[config.mk]
export PLATFORM = sky130hd
export DESIGN_NAME = clk_cfg_seq
export DESIGN_NICKNAME = d
export VERILOG_FILES = /design/src/rtl/clk_cfg_seq.sv
export SDC_FILE = /design/constraint.sdc
export NUM_CORES = 1
export LEC_CHECK = 0
export ABC_CLOCK_PERIOD_IN_PS = 2500
export CORE_MARGIN = 10
export CORE_UTILIZATION = 53
export DETAILED_ROUTE_END_ITERATION = 10
export PLACE_DENSITY = 0.85
export SYNTH_ARGS = -nofsm -noshare
export SYNTH_HDL_FRONTEND = slang
export SYNTH_SLANG_ARGS = --single-unit
export TNS_END_PERCENT = 5
[constraint.sdc]
create_clock -name clk_mux1 -period 2.5 [get_ports clk_mux1]
set_clock_uncertainty 0.1 [all_clocks]
set_input_delay 0.375 -clock clk_mux1 [delete_from_list [all_inputs] [get_ports clk_mux1]]
set_output_delay 0.375 -clock clk_mux1 [all_outputs]
set_load 0.02 [all_outputs]
[src/rtl/clk_cfg_seq.sv]
// Clock-configuration sequencer: parks the clock manager on 8 MHz, applies a new
// CLKMUX1/ROSC/divider setting, waits for it to settle, then unparks.
module clk_cfg_seq #(
  parameter int unsigned PARK_CYC   = 16,
  parameter int unsigned SETTLE_CYC = 64
) (
  input  logic       clk_mux1,
  input  logic       rst_n,
  input  logic       req_valid,
  output logic       req_ready,
  input  logic       req_sel_xclk,
  input  logic [1:0] req_sel_rosc,
  input  logic [1:0] req_clk_div,
  input  logic       xclk_fail,
  output logic       sel_n_8mhz,
  output logic       sel_xclk,
  output logic [1:0] sel_rosc,
  output logic [1:0] clk_div,
  output logic       busy,
  output logic       done,
  output logic       err
);

  typedef enum logic [2:0] {IDLE, PARK, APPLY, SETTLE, UNPARK} state_t;

  typedef struct packed {
    logic       xclk;
    logic [1:0] rosc;
    logic [1:0] div;
  } cfg_t;

  localparam cfg_t       RST_CFG     = '{xclk: 1'b0, rosc: 2'b11, div: 2'b00};
  localparam logic [7:0] PARK_LOAD   = 8'(PARK_CYC - 1);
  localparam logic [7:0] SETTLE_LOAD = 8'(SETTLE_CYC - 1);

  state_t     state_q, state_d;
  logic [7:0] cnt_q, cnt_d;
  cfg_t       pend_q, pend_d;
  cfg_t       cur_q, cur_d;
  logic       park_n_q, park_n_d;
  logic       abort_q, abort_d;
  logic       done_q, done_d;
  logic       err_q, err_d;

  cfg_t req_cfg;
  logic fallback;
  logic accept;
  logic req_bad;
  logic req_same;

  assign req_cfg  = '{xclk: req_sel_xclk, rosc: req_sel_rosc, div: req_clk_div};
  // Losing xclk while running on it outranks any incoming request.
  assign fallback = (state_q == IDLE) && cur_q.xclk && xclk_fail;
  assign req_ready = (state_q == IDLE) && !fallback;
  assign accept   = req_valid && req_ready;
  assign req_bad  = req_cfg.xclk && xclk_fail;
  assign req_same = (req_cfg == cur_q);

  // NOTE: sequential state uses non-blocking assignments so every register
  // samples pre-edge values regardless of statement order.
  always_ff @(posedge clk_mux1 or negedge rst_n) begin
    if (!rst_n) begin
      state_q  <= IDLE;
      cnt_q    <= '0;
      pend_q   <= RST_CFG;
      cur_q    <= RST_CFG;
      park_n_q <= 1'b0;
      abort_q  <= 1'b0;
      done_q   <= 1'b0;
      err_q    <= 1'b0;
    end else begin
      state_q  <= state_d;
      cnt_q    <= cnt_d;
      pend_q   <= pend_d;
      cur_q    <= cur_d;
      park_n_q <= park_n_d;
      abort_q  <= abort_d;
      done_q   <= done_d;
      err_q    <= err_d;
    end
  end

  always_comb begin
    state_d = state_q;
    unique case (state_q)
      IDLE:    if (fallback || (accept && !req_bad && !req_same)) state_d = PARK;
      PARK:    if (cnt_q == '0) state_d = APPLY;
      APPLY:   state_d = SETTLE;
      SETTLE: begin
        if (xclk_fail && cur_q.xclk) state_d = APPLY;
        else if (cnt_q == '0)        state_d = UNPARK;
      end
      UNPARK:  state_d = IDLE;
      default: state_d = IDLE;
    endcase
  end

  // NOTE: every signal assigned here gets a default first, so no path can
  // leave one unassigned and infer a latch.
  always_comb begin
    cnt_d    = cnt_q;
    pend_d   = pend_q;
    cur_d    = cur_q;
    park_n_d = park_n_q;
    abort_d  = abort_q;
    done_d   = 1'b0;
    err_d    = 1'b0;
    unique case (state_q)
      IDLE: begin
        if (fallback) begin
          pend_d   = '{xclk: 1'b0, rosc: cur_q.rosc, div: cur_q.div};
          abort_d  = 1'b1;
          park_n_d = 1'b0;
          cnt_d    = PARK_LOAD;
        end else if (accept) begin
          pend_d = req_cfg;
          if (req_bad) begin
            err_d = 1'b1;
          end else if (req_same) begin
            done_d = 1'b1;
          end else begin
            abort_d  = 1'b0;
            park_n_d = 1'b0;
            cnt_d    = PARK_LOAD;
          end
        end
      end
      PARK: if (cnt_q != '0) cnt_d = cnt_q - 8'd1;
      APPLY: begin
        cur_d = pend_q;
        cnt_d = SETTLE_LOAD;
      end
      SETTLE: begin
        // Switched onto an xclk that has since vanished: retarget and re-settle.
        if (xclk_fail && cur_q.xclk) begin
          pend_d  = '{xclk: 1'b0, rosc: cur_q.rosc, div: cur_q.div};
          abort_d = 1'b1;
        end else if (cnt_q != '0) begin
          cnt_d = cnt_q - 8'd1;
        end
      end
      UNPARK: begin
        park_n_d = 1'b1;
        done_d   = !abort_q;
        err_d    = abort_q;
        abort_d  = 1'b0;
      end
      default: ;
    endcase
  end

  assign busy       = (state_q != IDLE);
  assign done       = done_q;
  assign err        = err_q;
  assign sel_n_8mhz = park_n_q;
  assign sel_xclk   = cur_q.xclk;
  assign sel_rosc   = cur_q.rosc;
  assign clk_div    = cur_q.div;

endmodule

* Word level (Yosys, flattened, before mapping)
Cells that the tools add are included.
** Cells by class
- Reduce and logical (&&, ||, !) cells :: 26
- Equality and inequality tests :: 13
- Mux-type cells :: 33
- $add $sub $neg :: 1
** Operators by type and width (number)
- $mux W8 :: 6
- $pmux W8 S4 :: 1
- $mux W5 :: 3
- $mux W1 :: 13
- $mux W3 :: 4
- $ne A3 B3 Y1 const B :: 4
- $pmux W3 S4 :: 1
- $pmux W5 S2 :: 1
- $reduce_and A5 Y1 :: 2
- $logic_and A1 B1 Y1 :: 8
- $logic_not A8 Y1 :: 1
- $reduce_bool A8 Y1 :: 1
- $sub A8 B1 Y8 const B :: 1
- $eq A3 B2 Y1 const B :: 2
- $ne A2 B2 Y1 const B :: 3
- $pmux W1 S2 :: 3
- $reduce_and A3 Y1 :: 2
- $reduce_bool A3 Y1 :: 2
- $eq A5 B5 Y1 :: 1
- $logic_not A1 Y1 :: 4
- $reduce_and A4 Y1 :: 1
- $reduce_bool A2 Y1 :: 2
- $reduce_bool A4 Y1 :: 1
- $eq A3 B1 Y1 const B :: 1
- 5 further kinds :: 5
** Word-level totals
- Register bits after elaboration :: 25
- Bits of input ports :: 9
- Output and inout port bits :: 10
- Logic and storage cells :: 85

* Longest topological paths before layout
Gate-level depths: netlist of the first run.
- Depth after elaboration :: 11
- Mapped depth :: 8
- Mapped depth without buffers :: 7

* Least setup slack after synthesis of the first run
No wires, ideal clock.
- Path kind :: register -> register
- Start point :: register cur_q, in the netlist sel_xclk
- End point :: register cnt_q[0]
- Required time :: 2.268 ns
- Arrival :: 1.940 ns
- Setup slack :: 0.328 ns
- Clock period less this slack :: 2.172 ns
- Setup time :: 0.132 ns
- Cell stages (with the launch flop) :: 5
- Path buffers :: 0
- Path through :: dfrtp_1 a2111oi_2 a31oi_1 a21oi_1 mux2i_1
** Between the ends
- Longest elaborated chain between the ends :: 7
- Elaborated cells between the ends (all ways) :: 14
- Classes of those cells :: eq/ne (5); mux (2); reduce/logical (7)
** RTL lines
- from (decl) :: RTL line 39 : cfg_t cur_q, cur_d;
- from (signal assigned) :: RTL line 75 : cur_q <= cur_d;
- $logic_and A1 B1 Y1 (2 in a row) :: RTL line 53 : assign fallback = (state_q == IDLE) && cur_q.xclk && xclk_fail;
- $logic_not A1 Y1 :: RTL line 54 : assign req_ready = (state_q == IDLE) && !fallback;
- $logic_and A1 B1 Y1 :: RTL line 54
- via req_ready :: RTL line 10 : output logic req_ready,
- $logic_and A1 B1 Y1 :: RTL line 55 : assign accept = req_valid && req_ready;
- $ne A3 B3 Y1 (no source line)
- $reduce_and A5 Y1 (no source line)
- to (signal assigned) :: RTL line 73 : cnt_q <= cnt_d;
- to (decl) :: RTL line 37 : logic [7:0] cnt_q, cnt_d;
The timed path passes the listed nets, and every way through them passes these cells.
A chain may end at the register's enable or synchronous reset.

* Worst setup path after layout of the first run
- Start point :: register state_q[0]
- End point :: output busy
** Between the ends
- Longest elaborated chain between the ends :: 1
** RTL lines
- from (decl) :: RTL line 36 : state_t state_q, state_d;
- from (signal assigned) :: RTL line 72 : state_q <= state_d;
- $reduce_bool A3 Y1 :: RTL line 152 : assign busy = (state_q != IDLE);
- to (decl) :: RTL line 19 : output logic busy,
No other way between the ends.

==> results of run 1 <==
[stage by stage]
stage | hold WS [ps] | util [%] | power (µW)
floorplan | -20.6 | - | 420
global placement | 349 | 65.1 | 446
detailed placement | 356 | 65.1 | 447
CTS | 295 | 66.3 | 631
global route | 302 | 66.4 | 656
finish | 292 | 66.4 | 624
[worst max path at each step]
| stage | slack, ps | to | start |
|---|---|---|---|
| finish | 80 | busy | state_q[0] |
| global route | 6 | busy | state_q[0] |
| CTS | 70 | busy | state_q[0] |
| detailed placement | 110 | req_ready | xclk_fail |
| global placement | 150 | req_ready | xclk_fail |
| floorplan | 330 | cnt_q[0] | sel_xclk |
[per-layer routing]
layer  track usage [%]  routed length, µm
met5                 0                  0
met4              6.45                 61
met3              1.95                167
met2              20.7               1470
met1              15.2               1320
[logic make-up after synthesis]
| family | synth area share [%] |
|---|---|
| xor+xnor | 5.82 |
| fa+ha+maj | 1.85 |
| buf+inv | 3.23 |
| compound gates | 16.5 |
| simple gates | 18.1 |
| mux | 7.86 |
| flops | 46.6 |
[layout make-up]
type,count,area (µm²)
clock buffer,3,22.5
fill,193,826
timing repair buffer,26,243
sequential,25,631
multi-input combinational,102,679
tap,30,37.5
inverter,3,11.3
clock inverter,1,5.00
[cell usage in the layout, fill, tap and decap left out, types with 3 or more instances in the layout]
master	count
dfstp_2	4
nor2_1	9
nand2_1	15
dfrtp_1	21
a31oi_1	3
buf_4	8
nor2b_1	4
inv_1	3
nor3_1	5
a21oi_1	5
mux2i_1	5
mux2_2	5
nand2b_1	4
o21ai_0	5
clkbuf_4	3
nand3_1	4
clkdlybuf4s50_1	17
xor2_1	8
[power by group]
part / switching [µW] / internal [µW]
Combinational: 17.7 / 17.0
Sequential: 0 / 405
Clock: 124 / 60.0
Total: 142 / 482
[sequential cells by signal (all words and copies together), names as in the netlist]
| register | count |
|---|---|
| pend_q | 5 |
| err | 1 |
| state_q | 3 |
| sel_rosc | 2 |
| sel_xclk | 1 |
| clk_div | 2 |
| cnt_q | 8 |
| sel_n_8mhz | 1 |
| done | 1 |
| abort_q | 1 |
==> results.ini, run 1 <==
[drt]
ant_nets=0
wl_per_cell_um=15.9
via_per_inst=5.82
drtIter0Drc=163
vias=1106
drcViolationCount=0
drt_pass1_iterations=4
wl_um=3020

[placement]
place_inst=186
hpwl_um=2280
routabilityCongestion=0.842
placed_area_um2=1600
portBuffers=18
pre_cts_ws_ps=106

[power]
p_leak_uw=0.000695
vdd_drop_max_uv=332
powerDensity_nw_per_um2=383

[sta]
fin_setup_tns_ps=0
finalCritPeriodShare_pct=96.7
setup_slack_ps=81.7
setup_violations=0
worstMarginPinSlew_ps=563
hold_viol=0
slew_violations=0
fmaxAchievable_mhz=414
period_minus_slack_ps=2420
rsz0062_at_grt=no
slew_headroom_pct=62.1

[clock_tree]
ctsResizeCount=0
tritoncts=built
cts_buffer_depth=2
path_clk_slew_ps=140
post_cts_buffers=0
hold_buffers=0
clock_sinks=25
cts_made_buffers=3
cts-root-buf=clkbuf_4
clk_latency_ps=330
htreeDepth=1

[floorplan]
die_area_um2=4980
core-area_um2=2450
die_y_um=70.5
initial_core_util_pct=55.1
fp.dieW_um=70.5
rows=18
io_pins=19

[layout]
stdcell_area_um2=1630
stdcell_count=190
fin_nets=172
drive_above_1_share_pct=15.6
area_delta_synth_final_pct=20.3
diodes=0

[logic_synthesis]
netlist_area_um2=1350
synth_nets=149
synthArstFlopShare_pct=100
yosys.area.top_type=dfrtp_1
syn_area_per_cell_um2=9.81
synthesis.yosys.warnings=0
seq_area_frac_synth_pct=46.6
synth_area_leaders=dfrtp_1 (39%), dfstp_2 (7.8%), xor2_1 (5.2%), mux2_2 (4.2%), nand2_1 (4.2%)
ys_ff_latch=25
synth.distinct_cells=39
synth_most_common_cell=dfrtp_1
yosysTopAreaCellShare_pct=38.8
synthFlopType=dfrtp_1
synth_edf_count=0
synth_cells=138
synth_commonest_cells=dfrtp_1 (21), nand2_1 (15), nor2_1 (9)

[min_path]
hp-class=primary input to asynchronous set/reset pin

[global_routing]
grt_start_max_net_pins=26
antenna_found_initial=0
grt_overflow_total=0
grt_pass1_vias=1150
grt_first_pass_wirelength_um=5250
gr-usage-all-layers_pct=12.4

[worst_setup_path]
worst-r2r-cell-count=6
path_cells=buf_4, or3_1, clkdlybuf4s50_1
crit_cells=3
cp_top_family=buffers and inverters
cp_num_buf_inv=2
endpoint_kind=output pin
crit_required_ps=2030
cp.arrival_ps=1940
slowest_stage=clkdlybuf4s50_1
r2r_start=state_q[1]
r2r-end=pend_q[1]
path_class=flip-flop to output pin
start_kind=flip-flop
slowest_delay_ps=550
cp_max_fo=10
r2r_setup_slack_ps=500

[flow_run]
cap_viol_max_count=0

[status]
status=completed

No activity file was read; power rests on OpenSTA's default activity.
==> run 2: changes to the inputs <==
Settings changed: ABC_AREA from default to 1, CORE_UTILIZATION 53 to 54, CTS_CLUSTER_DIAMETER from default to 80.
==> run 2 against run 1 <==
Effect of this change: non-clock buffer count is 7 lower; final cell count rose by 35%; clock power hardly changed; wire length rose by 3.7%; cell area rose by 7.5%; via count grew 23%; fmax rose by 6.3%; critical path depth is 1 higher.
==> results.ini, run 2 <==
[status]
status=completed  ; unchanged

[layout]
largest_reg_flops=8  ; unchanged
area_delta_synth_final_pct=15.6  ; was 20.3%
fillers=249  ; was 193
largestRegisters=cnt_q x8, pend_q x5, state_q x3  ; unchanged
diodes=0  ; unchanged
largest_register=cnt_q  ; unchanged
layout_commonest_cell=nand2_1  ; was dfrtp_1
mostFrequentLayoutCells=nand2_1 (63), inv_1 (25), nor2_1 (22)  ; was dfrtp_1 (21), clkdlybuf4s50_1 (17), nand2_1 (15)
fin_nets=237  ; was 172
drive_above_1_share_pct=10.7  ; was 15.6%

[worst_setup_path]
endpoint_kind=output pin  ; unchanged
start_kind=flip-flop  ; unchanged
cp_max_fo=6  ; was 10
cp.arrival_ps=1800  ; was 1940 ps
path_class=flip-flop to output pin  ; unchanged
crit_required_ps=2030  ; about the same

[logic_synthesis]
synthArstFlopShare_pct=100  ; unchanged
syn_area_per_cell_um2=7.42  ; was 9.81 µm²
synthesis.yosys.warnings=0  ; unchanged
synth_most_common_cell=nand2_1  ; was dfrtp_1
synth_cells=204  ; was 138
synth_area_leaders=dfrtp_1 (35%), nand2_1 (16%), dfstp_2 (6.9%), nand3_1 (6.9%), inv_1 (6.2%)  ; was dfrtp_1 (39%), dfstp_2 (7.8%), xor2_1 (5.2%), mux2_2 (4.2%), nand2_1 (4.2%)
synthFlopType=dfrtp_1  ; unchanged
ys_ff_latch=25  ; unchanged
synth_commonest_cells=nand2_1 (63), inv_1 (25), nor2_1 (22)  ; was dfrtp_1 (21), nand2_1 (15), nor2_1 (9)
synth.distinct_cells=27  ; was 39
yosys.area.top_type=dfrtp_1  ; unchanged
synth_nets=215  ; was 149
synth_edf_count=0  ; unchanged
netlist_area_um2=1510  ; was 1350 µm²
yosysTopAreaCellShare_pct=34.7  ; was 38.8%
seq_area_frac_synth_pct=41.7  ; was 46.6%

[sta]
worstMarginPinSlew_ps=565  ; was 563 ps
period_minus_slack_ps=2270  ; was 2420 ps
hold_viol=0  ; unchanged
slew_violations=0  ; unchanged
finalCritPeriodShare_pct=91.0  ; was 96.7%
setup_violations=0  ; unchanged
fin_setup_tns_ps=0  ; unchanged
rsz0062_at_grt=no  ; unchanged
slew_headroom_pct=62.2  ; was 62.1%
fmaxAchievable_mhz=440  ; was 414 MHz

[drt]
drcViolationCount=0  ; unchanged
via_per_inst=5.30  ; was 5.82
vias=1358  ; was 1,106
wl_per_cell_um=12.2  ; was 15.9 µm
drtIter0Drc=114  ; was 163
wl_um=3130  ; was 3020 µm
ant_nets=0  ; unchanged
drt_pass1_iterations=4  ; unchanged

[clock_tree]
tritoncts=built  ; unchanged
cts-root-buf=clkbuf_4  ; unchanged
clock_sinks=25  ; unchanged
cts_made_buffers=3  ; unchanged
htreeDepth=1  ; unchanged
clk_latency_ps=330  ; about the same
ctsResizeCount=0  ; unchanged
post_cts_buffers=0  ; unchanged
path_clk_slew_ps=140  ; about the same
cts_buffer_depth=2  ; unchanged
hold_buffers=0  ; unchanged

[floorplan]
io_pins=19  ; unchanged
die_area_um2=5320  ; was 4980 µm²
fp.dieW_um=73.0  ; was 70.5 µm
rows=19  ; was 18
die_y_um=73.0  ; was 70.5 µm
core-area_um2=2710  ; was 2450 µm²
initial_core_util_pct=55.9  ; was 55.1%

[power]
vdd_drop_max_uv=304  ; was 332 µV
powerDensity_nw_per_um2=354  ; was 383 nW/µm²
total_power_uw=619  ; was 624 µW
p_leak_uw=0.000890  ; was 0.000695 µW

[global_routing]
antenna_found_initial=0  ; unchanged
grt_pass1_vias=1263  ; was 1,150
grt_start_max_net_pins=26  ; unchanged
grt_overflow_total=0  ; unchanged
grt_first_pass_wirelength_um=5350  ; was 5250 µm
gr-usage-all-layers_pct=12.5  ; was 12.4%

[flow_run]
cap_viol_max_count=0  ; unchanged

[placement]
hpwl_um=2390  ; was 2280 µm
routabilityCongestion=0.867  ; was 0.842
portBuffers=18  ; unchanged

[min_path]
hp-class=primary input to asynchronous set/reset pin  ; unchanged

[run 2: cell count changes after synthesis, sizes merged, moves of 5 or more]
cell    previous run  this run
nand2             15        69
inv                3        27
nand3              4        22
nor2               9        27
clkbuf             6         0
xor2               8         2
mux2               5         0
mux2i              5         0
nor3               5         0
[run 2: kinds of logic after synthesis]
family | synth area share (%)
xor gates and xnor gates | 3.47
and+or+nand+nor | 36.3
DFF | 41.7
AOI/OAI and AO/OA | 9.17
adders and majority gates | 1.65
buffers and inverters | 7.77
[run 2: path summary, 6_finish.rpt]
path                              from   endpoint  slack (ps)  cells past startpoint
min in group clk_mux1        pend_q[3]  pend_q[3]         380                      2
setup / recovery            state_q[0]  req_ready         230                      4
hold / removal                   rst_n   cnt_q[5]         290                      2
max in group asynchronous        rst_n  pend_q[3]        1700                      2
hold reg to reg              pend_q[3]  pend_q[3]         380                      2
setup reg to reg           sel_rosc[1]   cnt_q[3]         860                      7
[run 2: routing by layer]
metal | GRT usage [%] | routed length (µm) | vias to the layer above
li1 | - | - | 685
met1 | 14.6 | 1430 | 651
met2 | 20.6 | 1500 | 18
met5 | 0 | 0 | -
met3 | 3.13 | 141 | 4
met4 | 6.33 | 65 | 0
[run 2: final cells by class]
class,count,area [µm²],area share [%]
Clock buffer,4,26.3,1.50
Sequential cell,25,631,36.0
Tap cell,31,38.8,2.22
Multi-Input combinational cell,150,766,43.7
Timing Repair Buffer,19,188,10.7
Inverter,27,101,5.79
[run 2: through the flow]
step                      instances  hold WS, ps  area [µm²]  util, %  worst slack, ps
after floorplan                 204        -20.6        1510        -              984
after global placement          252          360        1720     63.6              246
after detailed placement        252          360        1720     63.6              233
after CTS                       256          290        1750     64.6              209
after global routing            256          297        1750     64.6              137
final                           256          293        1750     64.6              226
[run 2: worst max-delay path, cell delays in order, from the launching register on]
cell	delay, ps
dfrtp_1	460
nor2_2	180
nand3_2	150
inv_1	80
clkdlybuf4s50_1	600
[run 2: power breakdown]
group	internal [µW]	total (µW)	switching [µW]
clock	62.6	183	120
sequential	405	405	0
combinational	15.5	31.8	16.3
==> run 3: changes to the inputs <==
Settings changed: RECOVER_POWER from default to 50, SKIP_CTS_REPAIR_TIMING from default to 1.
==> run 3 against run 2 <==
Effect of this change: cell area down 0.64%; count of clock-buffer cells in the layout is the same; final cell count is the same; sequential power about the same; register-to-register slack got worse by 230 ps; critical path depth unchanged; via count shrank 0.66%; first-iteration DRC count rose by 7.9%; fmax decreased by 2.5%; hold slack improved by 87 ps; utilization down 0.42 points; wire length is 0.32% lower; critical endpoint unchanged; highest routed layer unchanged.
==> results.ini, run 3 (same netlist as run 2, synthesis figures left out) <==
[worst_setup_path]
critPathLaunch=state_q[0]  ; unchanged
path_cells=nor2_2, nand3_1, inv_1, clkdlybuf4s50_1  ; was nor2_2, nand3_2, inv_1, clkdlybuf4s50_1
crit_required_ps=2030  ; about the same
r2r_start=state_q[0]  ; was sel_rosc[1]
endpoint_kind=output pin  ; unchanged
slowest_delay_ps=600  ; about the same
start_kind=flip-flop  ; unchanged
path_class=flip-flop to output pin  ; unchanged
cp_max_fo=6  ; unchanged
cp.arrival_ps=1860  ; was 1800 ps
slowest_stage=clkdlybuf4s50_1  ; unchanged

[clock_tree]
clock_sinks=25  ; unchanged
clk_latency_ps=330  ; about the same
path_clk_slew_ps=140  ; about the same
cts_made_buffers=3  ; unchanged
cts-root-buf=clkbuf_4  ; unchanged
cts_buffer_depth=2  ; unchanged
htreeDepth=1  ; unchanged
tritoncts=built  ; unchanged

[layout]
layout_commonest_cell=nand2_1  ; unchanged
multi_input_area_um2=758  ; was 766 µm²
largest_register=cnt_q  ; unchanged
area_delta_synth_final_pct=14.9  ; was 15.6%
drive_above_1_share_pct=8.89  ; was 10.7%
largestRegisters=cnt_q x8, pend_q x5, state_q x3  ; unchanged
stdcell_count=256  ; unchanged
fin_nets=237  ; unchanged
mostFrequentLayoutCells=nand2_1 (64), inv_1 (26), nor2_1 (22), nand3_1 (22), dfrtp_1 (21)  ; was nand2_1 (63), inv_1 (25), nor2_1 (22)
diodes=0  ; unchanged
register_area_um2=631  ; unchanged
largest_reg_flops=8  ; unchanged
fillers=251  ; was 249

[sta]
period_minus_slack_ps=2330  ; was 2270 ps
rsz0062_at_grt=no  ; unchanged
slew_headroom_pct=10.8  ; was 62.2%
worst_hold_slack_ps=380  ; was 293 ps
worstMarginPinSlew_ps=1340  ; was 565 ps
hold_viol=0  ; unchanged
fmaxAchievable_mhz=429  ; was 440 MHz
fin_setup_tns_ps=0  ; unchanged
setup_slack_ps=168  ; was 226 ps
slew_violations=0  ; unchanged
finalCritPeriodShare_pct=93.3  ; was 91.0%
setup_violations=0  ; unchanged

[status]
status=completed  ; unchanged

[global_routing]
grt_overflow_total=0  ; unchanged
grt_first_pass_wirelength_um=5350  ; unchanged
antenna_found_initial=0  ; unchanged
gr-usage-all-layers_pct=12.5  ; unchanged
grt_start_max_net_pins=26  ; unchanged
grt_pass1_vias=1263  ; unchanged

[placement]
routabilityCongestion=0.867  ; unchanged
hpwl_um=2390  ; unchanged
place_inst=252  ; unchanged
pre_cts_ws_ps=233  ; unchanged
portBuffers=18  ; unchanged

[min_path]
hp-start=pend_q[3]
hp-class=flip-flop to flip-flop  ; was primary input to asynchronous set/reset pin

[drt]
drt_pass1_iterations=4  ; unchanged
wl_um=3120  ; was 3130 µm
wl_per_cell_um=12.2  ; about the same
drcViolationCount=0  ; unchanged
vias=1349  ; was 1,358
drtIter0Drc=123  ; was 114
ant_nets=0  ; unchanged
via_per_inst=5.27  ; was 5.30

[floorplan]
io_pins=19  ; unchanged
rows=19  ; unchanged
die_y_um=73.0  ; unchanged
initial_core_util_pct=55.9  ; unchanged
fp.dieW_um=73.0  ; unchanged
core-area_um2=2710  ; unchanged
die_area_um2=5320  ; unchanged

[power]
vdd_drop_max_uv=303  ; was 304 µV
powerDensity_nw_per_um2=355  ; was 354 nW/µm²
p_leak_uw=0.000884  ; was 0.000890 µW

[flow_run]
cap_viol_max_count=0  ; unchanged

## run 3: stage by stage
| step | area, µm² | util (%) | total power (µW) |
|---|---|---|---|
| 6_report | 1740 | 64.2 | 618 |
| 5_1_grt | 1740 | 64.2 | 642 |
| 4_1_cts | 1750 | 64.6 | 631 |
| 2_1_floorplan | 1510 | - | 419 |
| 3_3_place_gp | 1720 | 63.6 | 444 |
| 3_5_place_dp | 1720 | 63.6 | 445 |
## run 3: path summary, 6_finish.rpt
| path | endpoint | slack (ps) | depth (start not counted) |
|---|---|---|---|
| max in group asynchronous | clk_div[1] | 760 | 2 |
| worst min register to register | pend_q[3] | 380 | 2 |
| worst min-delay path | pend_q[3] | 380 | 2 |
| worst max register to register | cnt_q[4] | 630 | 7 |
| min in group asynchronous | cnt_q[5] | 750 | 2 |
| worst max-delay path | req_ready | 170 | 4 |
## run 3: area by class of cell
| class | instances | share of cell area [%] |
|---|---|---|
| inverter | 27 | 5.83 |
| timing repair buffer | 19 | 10.6 |
| tap | 31 | 2.23 |
| multi-input combinational | 150 | 43.6 |
| sequential | 25 | 36.3 |
| clock buffer | 4 | 1.51 |
## run 3: where the power goes
part           internal, µW  leakage (µW)  total, µW  switching (µW)
Sequential              405      0.000273        405               0
Clock                  62.6     0.0000150        183             120
Combinational          14.4      0.000596       30.6            16.1
Total                   482      0.000884        618             136
## run 3: routing by layer
metal	share of wire (%)	track usage, %
met1	46	14.6
met3	4.5	3.13
met4	2.1	6.33
met5	0	0
met2	48	20.6
## run 3: critical path: cells and delay by family, from the launching register on
family / cells / cell delay, ps
AND/OR/NAND/NOR: 2 / 380
flip-flops: 1 / 460
buffers and inverters: 2 / 690
